### src/rtl/button_pkg.sv
// Shared definitions for board push-button conditioning: FSM state encoding
// and HFOSC-based millisecond-to-cycle conversion.
package button_pkg;

    typedef enum logic [1:0] {
        IDLE    = 2'd0,
        DB_DOWN = 2'd1,
        DOWN    = 2'd2,
        DB_UP   = 2'd3
    } state_e;

    localparam int HFOSC_HZ      = 48000000;
    localparam int CYCLES_PER_MS = HFOSC_HZ / 1000;

    function automatic int ms_to_cycles(input int ms);
        return ms * CYCLES_PER_MS;
    endfunction

endpackage

### src/rtl/sync_2ff.sv
// Two-flop synchroniser for asynchronous board inputs; RESET_VAL sets the
// level both flops take during reset (normally the pin's inactive level).
module sync_2ff #(
    parameter logic RESET_VAL = 1'b0
) (
    input  logic clk,
    input  logic rst_n,
    input  logic d,
    output logic q
);

    logic meta_q;
    logic sync_q;

    always_ff @(posedge clk) begin
        if (!rst_n) begin
            meta_q <= RESET_VAL;
            sync_q <= RESET_VAL;
        end else begin
            meta_q <= d;
            sync_q <= meta_q;
        end
    end

    assign q = sync_q;

endmodule

### src/rtl/button_debounce.sv
// Push-button conditioner: synchronise, debounce, and emit level, press,
// release and long-press events plus a wrapping press counter.
module button_debounce
    import button_pkg::*;
#(
    parameter int DEBOUNCE_CYCLES = ms_to_cycles(10),
    parameter int LONG_CYCLES     = ms_to_cycles(1000),
    parameter bit ACTIVE_LOW      = 1'b1
) (
    input  logic       clk,
    input  logic       rst_n,
    input  logic       btn_in,
    output logic       btn_level,
    output logic       press,
    output logic       release_pulse,   // "release" is a reserved word in SystemVerilog
    output logic       long_press,
    output logic [7:0] press_count
);

    localparam int MAX_CYCLES = (DEBOUNCE_CYCLES > LONG_CYCLES) ? DEBOUNCE_CYCLES : LONG_CYCLES;
    localparam int CNT_W      = $clog2(MAX_CYCLES);

    localparam logic [CNT_W-1:0] DB_LAST   = CNT_W'(DEBOUNCE_CYCLES - 1);
    localparam logic [CNT_W-1:0] LONG_LAST = CNT_W'(LONG_CYCLES - 1);
    localparam logic             PIN_IDLE  = logic'(ACTIVE_LOW);

    logic pin_sync;
    logic act;

    state_e           state_q, state_d;
    logic [CNT_W-1:0] cnt_q, cnt_d;
    logic [CNT_W-1:0] held_q, held_d;
    logic             long_done_q, long_done_d;
    logic             level_q, level_d;
    logic             press_q, press_d;
    logic             release_q, release_d;
    logic             long_q, long_d;
    logic [7:0]       count_q, count_d;

    sync_2ff #(
        .RESET_VAL (PIN_IDLE)
    ) u_sync (
        .clk   (clk),
        .rst_n (rst_n),
        .d     (btn_in),
        .q     (pin_sync)
    );

    assign act = pin_sync ^ PIN_IDLE;

    always_comb begin
        state_d     = state_q;
        cnt_d       = cnt_q;
        held_d      = held_q;
        long_done_d = long_done_q;
        press_d     = 1'b0;
        release_d   = 1'b0;
        long_d      = 1'b0;
        count_d     = count_q;

        case (state_q)
            IDLE: begin
                if (act) begin
                    state_d = DB_DOWN;
                    cnt_d   = '0;
                end
            end
            DB_DOWN: begin
                if (!act) begin
                    state_d = IDLE;
                end else if (cnt_q == DB_LAST) begin
                    state_d = DOWN;
                    cnt_d   = '0;
                    press_d = 1'b1;
                    count_d = count_q + 8'd1;
                end else begin
                    cnt_d = cnt_q + CNT_W'(1);
                end
            end
            DOWN: begin
                // Hold count saturates at LONG_LAST so it can be parked and resumed.
                if (!act) begin
                    state_d = DB_UP;
                    held_d  = cnt_q;
                    cnt_d   = '0;
                end else if (cnt_q == LONG_LAST) begin
                    if (!long_done_q) begin
                        long_d      = 1'b1;
                        long_done_d = 1'b1;
                    end
                end else begin
                    cnt_d = cnt_q + CNT_W'(1);
                end
            end
            DB_UP: begin
                if (act) begin
                    state_d = DOWN;
                    cnt_d   = held_q;
                end else if (cnt_q == DB_LAST) begin
                    state_d   = IDLE;
                    release_d = 1'b1;
                end else begin
                    cnt_d = cnt_q + CNT_W'(1);
                end
            end
            default: begin
                state_d = IDLE;
            end
        endcase

        if (state_d == IDLE) begin
            long_done_d = 1'b0;
        end
        level_d = (state_d == DOWN) || (state_d == DB_UP);
    end

    always_ff @(posedge clk) begin
        if (!rst_n) begin
            state_q     <= IDLE;
            cnt_q       <= '0;
            held_q      <= '0;
            long_done_q <= 1'b0;
            level_q     <= 1'b0;
            press_q     <= 1'b0;
            release_q   <= 1'b0;
            long_q      <= 1'b0;
            count_q     <= 8'd0;
        end else begin
            state_q     <= state_d;
            cnt_q       <= cnt_d;
            held_q      <= held_d;
            long_done_q <= long_done_d;
            level_q     <= level_d;
            press_q     <= press_d;
            release_q   <= release_d;
            long_q      <= long_d;
            count_q     <= count_d;
        end
    end

    assign btn_level     = level_q;
    assign press         = press_q;
    assign release_pulse = release_q;
    assign long_press    = long_q;
    assign press_count   = count_q;

endmodule

### config.mk
export PLATFORM = sky130hd
export DESIGN_NAME = button_debounce
export DESIGN_NICKNAME = d
export VERILOG_FILES = /design/src/rtl/button_pkg.sv /design/src/rtl/sync_2ff.sv /design/src/rtl/button_debounce.sv
export SDC_FILE = /design/constraint.sdc
export NUM_CORES = 1
export LEC_CHECK = 0
export CAP_MARGIN = 20
export CORE_ASPECT_RATIO = 1.5
export CORE_UTILIZATION = 29
export CTS_CLUSTER_SIZE = 14
export DETAILED_ROUTE_END_ITERATION = 16
export PLACE_DENSITY = 0.58
export SYNTH_ARGS = -nofsm -noshare
export SYNTH_HDL_FRONTEND = slang
export SYNTH_SLANG_ARGS = --single-unit
export TNS_END_PERCENT = 5
### constraint.sdc
create_clock -name clk -period 2.2 [get_ports clk]
set_clock_uncertainty 0.1 [all_clocks]
set_input_delay 0.44 -clock clk [delete_from_list [all_inputs] [get_ports clk]]
set_output_delay 0.44 -clock clk [all_outputs]
set_load 0.1 [all_outputs]
; Yosys cells after proc, flatten, opt, wreduce, memory -nomap -nowiden
; Cells that the tools add are included.
[word_totals]
wordCells = 57
regBits = 69
out_inout_bits = 12
inputBits = 3
[classes]
eq_ne = 11
n_mux = 17
addsub = 2
n_bitwise = 5
reduce_logical = 11
[op_table]
columns = operator, count
row1 = $mux W26, 7
row2 = $pmux W26 S4, 1
row3 = $add A26 B1 Y26 const B, 1
row4 = $eq A26 B19 Y1 const B, 1
row5 = $eq A26 B26 Y1 const B, 1
row6 = $mux W2, 6
row7 = $reduce_and A3 Y1, 3
row8 = $add A8 B1 Y8 const B, 1
row9 = $eq A2 B2 Y1 const B, 4
row10 = $pmux W2 S4, 1
row11 = $not A1 Y1, 5
row12 = $logic_not A2 Y1, 2
row13 = $ne A2 B2 Y1 const B, 2
row14 = $reduce_and A4 Y1, 1
row15 = $reduce_or A4 Y1, 1
row16 = $ne A3 B2 Y1 const B, 1
row17 = $ne A3 B3 Y1 const B, 1
row18 = $reduce_or A3 Y1, 1
row19 = $eq A2 B1 Y1 const B, 1
row20 = $mux W1, 2
row21 = $reduce_and A2 Y1, 1
row22 = $reduce_or A2 Y1, 1
row23 = $logic_or A1 B1 Y1, 1

; Depth between registers and ports, before layout
; Gate-level depths: netlist (run 1).
[logic_depth]
depth_word = 6
mapped_depth = 9
mapped_depth_nobuf = 7

; Modules after synthesis
; From an unflattened synthesis (run 1), not the netlist that was laid out.
[hier_totals]
cells_unflattened = 434
hier_area_um2 = 3646.0
[by_module_without_submodules]
columns = mod, cells_each, area_per_inst_um2, instances, seq_area_each_um2
row1 = button_debounce, 430, 3593.4, 1, 1341.3
row2 = sync_2ff, 4, 52.6, 1, 40.0

; Least setup slack after synthesis (run 1)
; No wires, ideal clock.
[synth_path]
path_type = register -> register
from = register cnt_q[0]
to = register cnt_q[17]
t_required_ps = 1983
n_path_buf = 1
slack_ps = -110
path_stages_with_launch = 9
setup_ps = 117
t_arrival_ps = 2093
path_cell_list = dfxtp_1 -> ha_1 -> nand3_1 -> or4_4 -> o21a_1 -> o221ai_2 -> buf_4 -> o21ai_1 -> a22o_1
[synth_via]
elab_chain_len = 4
word_cells_on_any_way = 13
[synth_rtl]
columns = element, line
row1 = start: declaration, button_debounce.sv:31  ; logic [CNT_W-1:0] cnt_q, cnt_d;
row2 = start signal: assignment, button_debounce.sv:130  ; cnt_q <= cnt_d;
row3 = $add A26 B1 Y26 or $eq A26 B19 Y1 (tied branches), --
row4 = $mux W26 (on tied branches), "button_debounce.sv:99, button_debounce.sv:71, button_debounce.sv:86"
row5 = $mux W26 (on tied branches), "button_debounce.sv:96, button_debounce.sv:69, button_debounce.sv:82"
row6 = $pmux W26 S4, button_debounce.sv:61  ; case (state_q)
; Several ways; a longest one is shown, not always the timed one. The select of a mux whose other input is x is not followed.
; A chain may end at the register's enable or synchronous reset.

; Worst setup path after layout (run 1)
[layout_path]
from = register cnt_q[19]
to = register cnt_q[22]
; Same word-level chain as after synthesis.

==> summary.txt, run 1 <==
CTS
  – CTS sink cnt: 69
  – Hold buffers post-CTS: 0
  – Num CTS Buffers: 9
  – Clk pin slew, worst setup/hold paths: 0.06 ns
  – Root Buffer: clkbuf_16
  – CTS tree: done
  – Max H-tree Level: 3
  – Clock latency on the worst-skew pair: 0.34 ns
  – Clock Path Buffers: 2

Synthesis
  – #FFs+latches synth: 69
  – Netlist Area Pre-Place: 3500 sq um
  – Ys flop type: dfxtp_1
  – Syn Nets: 448
  – Distinct cells, synth: 53
  – Sequential area share after synthesis: 39.4%
  – Number of synthesized flops with an enable pin: 0
  – Synth warn: 0
  – Syn Area/Cell: 7.91 sq um
  – Mapped Cells: 443
  – Asr flop ratio synth: 0%

Power
  – P_leak: 1.70 nW
  – Total power: 0.00278 W
  – Pwr dens: 585 nW/um^2
  – Worst vdd ir: 261 uV

GRT
  – Largest net degree at the start of global routing: 40
  – First-pass GRT wire length: 17.6 mm
  – Vias in the first global route: 3,547
  – Congestion Overflow GR: 0
  – All-layer global routing usage: 18.1%
  – Initial antenna violation count: 0

Finish
  – Final #Nets: 518
  – Area delta synth->final: 35.8%
  – Share of layout cells above drive strength 1: 27.2%
  – Diode count: 0
  – Layout fillers: 1,159

Routing
  – DR WL/cell: 16.4 um
  – Wirelength, routed: 11.0 mm
  – # DRC: 0
  – DR iter-0 viols: 165
  – DR vias/cell: 5.43
  – TritonRoute pass-1 iters: 5
  – Antenna Nets Post-Route: 0
  – Vias: 3,630

Critical path
  – Critical path launch point type: flop
  – Largest fanout on the critical path: 5
  – Crit Path Category: flop to flop
  – Critical path capture point type: flop
  – Worst EP required: 2.34 ns
  – Worst EP arrival: 2.42 ns

Floorplan
  – Rows: 48
  – Die W: 91.8 um
  – Starting density of the core: 30.1%
  – Total die area: 12,500 sq um
  – Die Ht: 137 um
  – Core footprint: 11,700 sq um
  – I/O Pins: 15

Placed design
  – GPL Wtd Cong: 0.872
  – Port Buffers: 14
  – HPWL Detailed: 7.56 mm

STA
  – RSZ-0062 raised after global routing: true
  – # setup viols final: 23
  – Fmax: 438 MHz
  – Least-Margin Pin Slew: 0.437 ns
  – Final min period: 2.28 ns
  – Slew Viols, Final: 0
  – Hold_ws: 0.308 ns
  – Rel. slew slack: 70.6%
  – Fin worst setup slack: -0.0821 ns
  – Fin. Hold Viols: 0
  – Final period util: 104%

Status
  – Violated checks: negative setup slack
  – Status: finished, violations left

Min path
  – Worst hold-check path type: flop to flop

Flow run
  – Maxcap violations: 0
## final cells by class
cell class / count / area [sq um] / share of cell area (%)
tap: 150 / 188 / 3.94
timing repair buffer: 90 / 769 / 16.2
inverter: 14 / 52.6 / 1.10
multi-input combinational: 329 / 2060 / 43.2
sequential: 69 / 1400 / 29.4
clock inverter: 4 / 47.5 / 0.999
clock buffer: 12 / 246 / 5.18
## registers in the layout (all words and copies together) (netlist names)
| name | count |
|---|---|
| u_sync.q | 1 |
| long_done_q | 1 |
| u_sync.meta_q | 1 |
| long_press | 1 |
| release_pulse | 1 |
| held_q | 26 |
| btn_level | 1 |
| press_count | 8 |
| press | 1 |
| state_q | 2 |
| cnt_q | 26 |
## cell usage after synthesis, types with 2 or more instances
master	number	area share, %
xor2_1	3	0.75
o21ai_0	23	3.3
ha_1	2	0.71
a32oi_1	4	1.0
o21a_1	3	0.64
a22o_1	10	2.5
nand4_1	3	0.54
nor2_1	26	2.8
a221oi_1	2	0.50
nand2_1	79	8.5
a21oi_1	33	4.7
and2_1	7	1.2
and4_1	5	1.2
inv_1	14	1.5
nor2b_1	4	0.71
or2_2	2	0.36
nor3_1	9	1.3
xnor2_1	4	1.0
nor4_2	2	0.71
clkbuf_1	21	2.2
a22oi_1	10	2.1
nor4_1	9	1.6
buf_2	7	1.0
nand3_1	18	2.6
a31oi_1	3	0.54
or3_1	4	0.71
dfxtp_1	69	39
nand4_2	3	1.1
o21ai_1	8	1.1
o21ai_2	2	0.50
a32o_1	3	0.86
o22ai_1	3	0.54
and3_1	6	1.1
o31ai_1	7	1.5
o2bb2ai_1	13	3.2
nand2b_1	5	0.89
## cell usage in the layout (no fill, tap or decap), types with 3 or more instances in the layout
master     instances
a21oi_1           33
a22o_1            10
a22oi_1           10
a32o_1             3
a32oi_1            4
and2_1             6
and3_1             6
and4_1             5
buf_12             3
buf_4             80
buf_6              3
clkbuf_16          9
dfxtp_1           57
dfxtp_2           11
inv_1             14
nand2_1           79
nand2b_1           5
nand3_1           17
nand4_1            3
nor2_1            26
nor2b_1            3
nor3_1             9
nor4_1             7
nor4_2             3
o21ai_0           20
o21ai_1           11
o22ai_1            3
o2bb2ai_1         13
o31ai_1            7
or3_1              4
xnor2_1            4
xor2_1             3
## cell families (layout without fill, tap and decap cells)
family,after synthesis,count (layout),share of synthesized area (%)
compound gates,130,130,24.8
simple gates,189,189,27.6
flops,69,69,39.4
fa+ha+maj,2,2,0.714
mux,1,1,0.286
buf+inv,45,120,5.39
xor+xnor,7,7,1.75
## power by group
part	switching (W)	internal, W
logic	0.0000536	0.0000307
registers	0.00000164	0.00125
clock network	0.000542	0.000905
total	0.000597	0.00219
## worst paths after layout
kind              slack (ns)   endpoint  depth (start not counted)           from
setup / recovery       -0.08  cnt_q[22]                          8      cnt_q[19]
hold reg to reg         0.31   u_sync.q                          1  u_sync.meta_q
setup reg to reg       -0.08  cnt_q[22]                          8      cnt_q[19]
hold / removal          0.31   u_sync.q                          1  u_sync.meta_q
## repair_timing
action,4_1_cts,5_1_grt
endpoints found under the hold margin,0,0
setup buffers,5,0
gates cloned,2,0
gates resized for setup,15,18
setup endpoints to repair,29,30
pin swaps,4,5
## critical path: stages (launching register included)
cell	delay, ns
dfxtp_2	0.32
nand4bb_4	0.23
or4_4	0.52
o21a_4	0.23
o221ai_4	0.24
buf_6	0.14
buf_12	0.10
o21ai_1	0.07
a22o_1	0.23
## per-layer routing
layer | global-route usage [%] | part of all wire, %
met5 | 0 | 0
met4 | 10.6 | 3.8
met3 | 3.72 | 3.6
met2 | 32.7 | 53
met1 | 19.5 | 40
## stage by stage
step | utilization (%) | TNS (ns) | std cells | worst slack [ns] | instance area [sq um]
4_1_cts | 40.4 | -0.412 | 668 | -0.0568 | 4700
3_3_place_gp | 36.4 | -0.0821 | 645 | -0.0240 | 4240
3_5_place_dp | 36.4 | -1.42 | 645 | -0.102 | 4240
6_report | 40.9 | -1.13 | 668 | -0.0821 | 4760
2_1_floorplan | - | 0 | 443 | 0.00120 | 3530
5_1_grt | 40.9 | -2.28 | 668 | -0.129 | 4760
(Power assumes the default switching activity.)
==> run 2, diff against run 1 <==
- SYNTH_HIERARCHICAL: default -> 1
==> run 2 against run 1 <==
- critical path type unchanged
- core utilization is 1.8 points lower
- first-iteration DRC count is 27% higher
- fmax is 2.2% higher
- sequential share of layout area hardly changed
- largest cell class unchanged
- area after synthesis is 4.0% higher
- routed wire length is 5.4% lower
- flip-flop and latch count stayed put
- the flow still finishes with violations (negative setup slack)
- register-to-register slack better by 0.05 ns
- power is 3.4% higher
- clock-buffer cell count is 2 lower
==> summary.txt, run 2 <==
Status
  – Status: finished, violations left (unchanged)
  – Violated checks: negative setup slack (unchanged)

Synthesis
  – Number of synthesized flops with an enable pin: 0 (unchanged)
  – Ys flop type: dfxtp_1 (unchanged)
  – Synth area leader: dfxtp_1 (unchanged)
  – Mapped Cells: 434 (was 443)
  – Sequential area share after synthesis: 37.9% (was 39.4%)
  – Synth cell count leaders: nand2_1 (71), dfxtp_1 (69), a21oi_1 (38) (was nand2_1 (79), dfxtp_1 (69), a21oi_1 (33))
  – Synth warn: 6 (was 0)
  – Yosys top cell area share: 37.9% (was 39.4%)
  – Syn Nets: 439 (was 448)
  – Syn Area/Cell: 8.40 sq um (was 7.91 sq um)
  – Count leader, synth: nand2_1 (unchanged)
  – Netlist Area Pre-Place: 3650 sq um (was 3500 sq um)
  – Asr flop ratio synth: 0% (unchanged)
  – Distinct cells, synth: 69 (was 53)
  – Largest cells by area after synthesis: dfxtp_1 (38%), nand2_1 (7.3%), a21oi_1 (5.2%), xnor2_1 (4.1%), nor3_1 (3.4%) (was dfxtp_1 (39%), nand2_1 (8.5%), a21oi_1 (4.7%), o21ai_0 (3.3%), o2bb2ai_1 (3.2%))
  – #FFs+latches synth: 69 (unchanged)

Placed design
  – HPWL Detailed: 7.69 mm (was 7.56 mm)
  – Placed cell area: 4350 sq um (was 4240 sq um)
  – Port Buffers: 14 (unchanged)
  – GPL Wtd Cong: 0.844 (was 0.872)

STA
  – Final period util: 102% (was 104%)
  – Final min period: 2.23 ns (was 2.28 ns)
  – Slew Viols, Final: 0 (unchanged)
  – Least-Margin Pin Slew: 0.471 ns (was 0.437 ns)
  – Fin. Hold Viols: 0 (unchanged)
  – Fin worst setup slack: -0.0339 ns (was -0.0821 ns)
  – Rel. slew slack: 68.4% (was 70.6%)
  – Fmax: 448 MHz (was 438 MHz)
  – RSZ-0062 raised after global routing: true (unchanged)
  – # setup viols final: 9 (was 23)

Finish
  – Diode count: 0 (unchanged)
  – Most common cell after layout, fill and taps aside: buf_4 (unchanged)
  – Final core utilization: 39.0% (was 40.9%)
  – Share of layout cells above drive strength 1: 27.8% (was 27.2%)
  – Final #Nets: 511 (was 518)
  – Area delta synth->final: 29.9% (was 35.8%)
  – Design area: 4740 sq um (was 4760 sq um)
  – Commonest non-fill, non-tap cells in the layout: buf_4 (82), nand2_1 (70), dfxtp_1 (64) (was buf_4 (80), nand2_1 (79), dfxtp_1 (57))

GRT
  – Largest net degree at the start of global routing: 26 (was 40)
  – Routing usage on met1: 19.1% (was 19.5%)
  – First-pass GRT wire length: 17.1 mm (was 17.6 mm)
  – Met2 usage: 30.1% (was 32.7%)
  – Vias in the first global route: 3,486 (was 3,547)
  – All-layer global routing usage: 16.9% (was 18.1%)
  – GRT Max-Usage Layer: met2 (unchanged)
  – Global-route track usage on met3: 3.06% (was 3.72%)
  – Initial antenna violation count: 0 (unchanged)
  – Congestion Overflow GR: 0 (unchanged)

Critical path
  – Max incr delay on CP: 0.42 ns (was 0.52 ns)
  – Critical Path, Cell by Cell: nor4b_4 > nand4_1 > buf_4 > o41ai_4 > a21o_1 > buf_12 > nor3_1 > a221o_2 (was nand4bb_4 > or4_4 > o21a_4 > o221ai_4 > buf_6 > buf_12 > o21ai_1 > a22o_1)
  – Largest fanout on the critical path: 11 (was 5)
  – CP top delay family: compound AO/OA/AOI/OAI gates (unchanged)
  – Critical path launch point type: flop (unchanged)
  – Critical path's slowest cell: o41ai_4 (was or4_4)
  – Crit Path Category: flop to flop (unchanged)
  – Worst path bufs/invs: 2 (unchanged)
  – Worst EP required: 2.32 ns (was 2.34 ns)
  – Critical path capture point type: flop (unchanged)
  – Worst EP arrival: 2.35 ns (was 2.42 ns)

Floorplan
  – Starting density of the core: 30.0% (was 30.1%)
  – Die Ht: 139 um (was 137 um)
  – Rows: 49 (was 48)
  – Total die area: 13,000 sq um (was 12,500 sq um)
  – I/O Pins: 15 (unchanged)
  – Core footprint: 12,100 sq um (was 11,700 sq um)
  – Die W: 93.6 um (was 91.8 um)

Routing
  – DR WL/cell: 15.6 um (was 16.4 um)
  – DR vias/cell: 5.19 (was 5.43)
  – Wirelength, routed: 10.4 mm (was 11.0 mm)
  – DR iter-0 viols: 209 (was 165)
  – Antenna Nets Post-Route: 0 (unchanged)
  – # DRC: 0 (unchanged)
  – TritonRoute pass-1 iters: 4 (was 5)
  – Vias: 3,446 (was 3,630)

Flow run
  – Maxcap violations: 0 (unchanged)

CTS
  – CTS tree: done (unchanged)
  – Num CTS Buffers: 9 (unchanged)
  – Hold buffers post-CTS: 0 (unchanged)
  – Clock latency on the worst-skew pair: 0.33 ns (was 0.34 ns)
  – Max H-tree Level: 3 (unchanged)
  – Root Buffer: clkbuf_16 (unchanged)
  – Clk pin slew, worst setup/hold paths: 0.06 ns (about the same)
  – Clock Path Buffers: 2 (unchanged)
  – CTS sink cnt: 69 (unchanged)

Power
  – P_leak: 1.64 nW (was 1.70 nW)
  – Worst vdd ir: 428 uV (was 261 uV)
  – Pwr dens: 608 nW/um^2 (was 585 nW/um^2)

Min path
  – Worst hold-check path type: flop to flop (unchanged)
==> run 2: cell count changes after synthesis, sizes merged, moves of 7 or more <==
cell	previous run	this run
a221o	0	9
a22o	10	1
clkbuf	21	14
nand2	79	72
nand4	6	13
nor3	9	26
o21ai	33	10
o2bb2ai	13	0
xnor2	4	17
==> run 2: path summary, 6_finish.rpt <==
check	end	from	slack, ns	cells after the start
min reg2reg	u_sync/q	u_sync/meta_q	0.33	1
min	u_sync/q	u_sync/meta_q	0.33	1
max	cnt_q[17]	cnt_q[17]	-0.03	8
max reg2reg	cnt_q[17]	cnt_q[17]	-0.03	8
==> run 2: logic make-up (layout without fill, tap and decap cells) <==
family          after synthesis  count (layout)  share of synthesized area [%]
flops                        69              69                           37.9
compound gates              107             107                           21.0
fa+ha+maj                     2               2                          0.686
mux                           1               1                          0.275
buf+inv                      43             120                           7.28
simple gates                187             187                           26.8
xor+xnor                     25              25                           6.01
==> run 2: what timing repair did <==
item | 4_1_cts | 5_1_grt
setup buffers | 1 | 0
endpoints found under the setup margin | 29 | 27
resized for setup | 7 | 12
pin swaps | 2 | 2
==> run 2: stage by stage <==
step,setup slack [ns],power (W),instances,setup TNS (ns),hold WS (ns)
after CTS,-0.0460,0.00290,664,-0.460,0.328
after floorplan,-0.0146,0.00133,434,-0.0146,0.286
final,-0.0339,0.00288,664,-0.213,0.330
after global routing,-0.112,0.00297,664,-1.53,0.346
after global placement,-0.170,0.00137,647,-2.65,0.306
after detailed placement,-0.163,0.00137,647,-3.01,0.298
==> run 2: layer usage <==
metal	share of wire, %	vias to the layer above
li1	-	1725
met1	42	1639
met2	52	66
met3	3.1	16
met4	2.7	0
met5	0	-
==> run 2: where the power goes <==
group	total (W)	switching [W]	internal, W
registers	0.00125	0.00000112	0.00125
clock network	0.00154	0.000545	0.000992
logic	0.0000884	0.0000553	0.0000331
total	0.00288	0.000602	0.00228
==> run 2: area by class of cell <==
type,count,area (sq um)
clock buffer,10,229
timing repair buffer,89,718
fill,1256,7400
inverter,15,56.3
clock inverter,6,87.6
multi-input combinational,322,2060
tap,153,191
sequential,69,1390
==> run 3, diff against run 2 <==
- SKIP_CTS_REPAIR_TIMING: default -> 1
==> run 3 against run 2 <==
- largest cell class unchanged
- critical path depth is the same
- first-iteration DRC count grew 14%
- the flow still finishes with violations (negative setup slack)
- worst hold slack lost 0.00051 ns
- combinational power increased by 2%
- flip-flop and latch count stayed put
- global-route usage is the same
- setup slack worse by 0.017 ns
- register-to-register slack lost 0.02 ns
- core utilization barely moved
- power about the same
- final area barely moved
- clock power hardly changed
==> summary.txt, run 3 (synthesized netlist as in run 2, its figures left out) <==
Status
  – Status: finished, violations left (unchanged)
  – Violated checks: negative setup slack (unchanged)

Floorplan
  – Starting density of the core: 30.0% (unchanged)
  – Die Ht: 139 um (unchanged)
  – Die W: 93.6 um (unchanged)
  – Core footprint: 12,100 sq um (unchanged)
  – Total die area: 13,000 sq um (unchanged)
  – I/O Pins: 15 (unchanged)
  – Rows: 49 (unchanged)

Routing
  – # DRC: 0 (unchanged)
  – DR vias/cell: 5.22 (was 5.19)
  – DR WL/cell: 15.6 um (about the same)
  – Vias: 3,468 (was 3,446)
  – TritonRoute pass-1 iters: 7 (was 4)
  – DR iter-0 viols: 239 (was 209)
  – Wirelength, routed: 10.3 mm (was 10.4 mm)
  – Antenna Nets Post-Route: 0 (unchanged)

GRT
  – All-layer global routing usage: 16.9% (unchanged)
  – Congestion Overflow GR: 0 (unchanged)
  – Vias in the first global route: 3,465 (was 3,486)
  – First-pass GRT wire length: 17.1 mm (about the same)
  – Initial antenna violation count: 0 (unchanged)
  – Largest net degree at the start of global routing: 26 (unchanged)

Critical path
  – Reg-to-Reg End: cnt_q[22] (was cnt_q[17])
  – Cell count of the worst reg-to-reg path: 8 (unchanged)
  – Reg2reg start: cnt_q[17] (unchanged)
  – Largest fanout on the critical path: 11 (unchanged)
  – Critical path's slowest cell: o41ai_4 (unchanged)
  – Reg2reg setup slack: -0.05 ns (was -0.03 ns)
  – Crit. path cell count: 8 (unchanged)
  – CP top delay family: compound AO/OA/AOI/OAI gates (unchanged)
  – Worst EP required: 2.31 ns (was 2.32 ns)
  – Max incr delay on CP: 0.42 ns (about the same)
  – Critical path capture point type: flop (unchanged)
  – Critical Path, Cell by Cell: nor4b_4 > nand4_1 > buf_4 > o41ai_4 > a21o_1 > buf_12 > nor3_1 > a221o_2 (unchanged)
  – Worst path bufs/invs: 2 (unchanged)
  – Worst EP arrival: 2.37 ns (was 2.35 ns)
  – Critical path launch point type: flop (unchanged)
  – Crit Path Category: flop to flop (unchanged)

Min path
  – Worst hold-check path type: flop to flop (unchanged)
  – Hold Startpoint: u_sync/meta_q (unchanged)
  – Hold Path Stages: 1 (unchanged)
  – Hold Crit Endpoint: u_sync/q (unchanged)

Finish
  – Commonest non-fill, non-tap cells in the layout: buf_4 (83), nand2_1 (70), dfxtp_1 (65) (was buf_4 (82), nand2_1 (70), dfxtp_1 (64))
  – Final #Nets: 511 (unchanged)
  – Layout Cells excl Fill: 664 (unchanged)
  – Area delta synth->final: 30.0% (was 29.9%)
  – Share of layout cells above drive strength 1: 27.6% (was 27.8%)
  – Most common cell after layout, fill and taps aside: buf_4 (unchanged)
  – Diode count: 0 (unchanged)

STA
  – # setup viols final: 10 (was 9)
  – Final min period: 2.25 ns (was 2.23 ns)
  – RSZ-0062 raised after global routing: true (unchanged)
  – Rel. slew slack: 75.7% (was 68.4%)
  – Final period util: 102% (about the same)
  – Fin. Hold Viols: 0 (unchanged)
  – Slew Viols, Final: 0 (unchanged)
  – Fmax: 444 MHz (was 448 MHz)
  – Fin worst setup slack: -0.0512 ns (was -0.0339 ns)
  – Hold_ws: 0.329 ns (was 0.330 ns)
  – Least-Margin Pin Slew: 0.363 ns (was 0.471 ns)

Power
  – P_leak: 1.65 nW (was 1.64 nW)
  – Pwr dens: 607 nW/um^2 (was 608 nW/um^2)
  – Worst vdd ir: 428 uV (about the same)

Placed design
  – Pre-CTS WS: -0.163 ns (unchanged)
  – GPL Wtd Cong: 0.844 (unchanged)
  – Port Buffers: 14 (unchanged)
  – Inst Count DP: 647 (unchanged)
  – HPWL Detailed: 7.69 mm (unchanged)

CTS
  – Max H-tree Level: 3 (unchanged)
  – Clock Path Buffers: 2 (unchanged)
  – CTS tree: done (unchanged)
  – Root Buffer: clkbuf_16 (unchanged)
  – Num CTS Buffers: 9 (unchanged)
  – Clk pin slew, worst setup/hold paths: 0.06 ns (about the same)
  – Clock latency on the worst-skew pair: 0.33 ns (about the same)
  – CTS sink cnt: 69 (unchanged)

Flow run
  – Maxcap violations: 0 (unchanged)
==> run 3: through the flow <==
stage	cell area, sq um	util (%)	power (W)	setup TNS, ns
after floorplan	3660	-	0.00133	-0.0146
after global placement	4350	35.8	0.00137	-2.65
after detailed placement	4350	35.8	0.00137	-3.01
after CTS	4670	38.4	0.00290	-3.43
after global routing	4740	39.0	0.00297	-1.77
final	4740	39.0	0.00288	-0.365
==> run 3: layout make-up <==
| type | count | area [sq um] |
|---|---|---|
| clock buffers | 10 | 229 |
| well taps | 153 | 191 |
| fillers | 1256 | 7400 |
| flip-flops and latches | 69 | 1390 |
| inverters | 15 | 56.3 |
| clock inverters | 6 | 87.6 |
| multi-input cells | 322 | 2070 |
| repair buffers | 89 | 714 |
==> run 3: worst max-delay path by stage <==
stage	from	endpoint	slack (ns)
global route	cnt_q[17]	cnt_q[22]	-0.13
finish	cnt_q[17]	cnt_q[22]	-0.05
CTS	cnt_q[15]	cnt_q[14]	-0.18
detailed placement	cnt_q[15]	cnt_q[14]	-0.16
floorplan	cnt_q[1]	cnt_q[18]	-0.01
global placement	cnt_q[15]	cnt_q[18]	-0.17
==> run 3: report_power, final <==
part	switching [W]	internal, W	total, W
clock network	0.000542	0.000992	0.00153
logic	0.0000558	0.0000340	0.0000898
registers	0.00000113	0.00125	0.00125
total	0.000599	0.00228	0.00288
==> run 3: worst reg2reg max path: cells and delay by family, from the launching register on <==
family	cells	cell delay, ns
compound gates	3	0.88
buf+inv	2	0.30
flops	1	0.34
simple gates	3	0.52
==> run 3: per-layer routing <==
layer	GRT usage, %	share of wire (%)	vias up	wire [um]
met2	30.1	52	71	5370
met4	8.26	2.9	0	297
met1	19.1	42	1653	4330
met3	3.06	3.2	18	328
li1	-	-	1726	-
met5	0	0	-	0
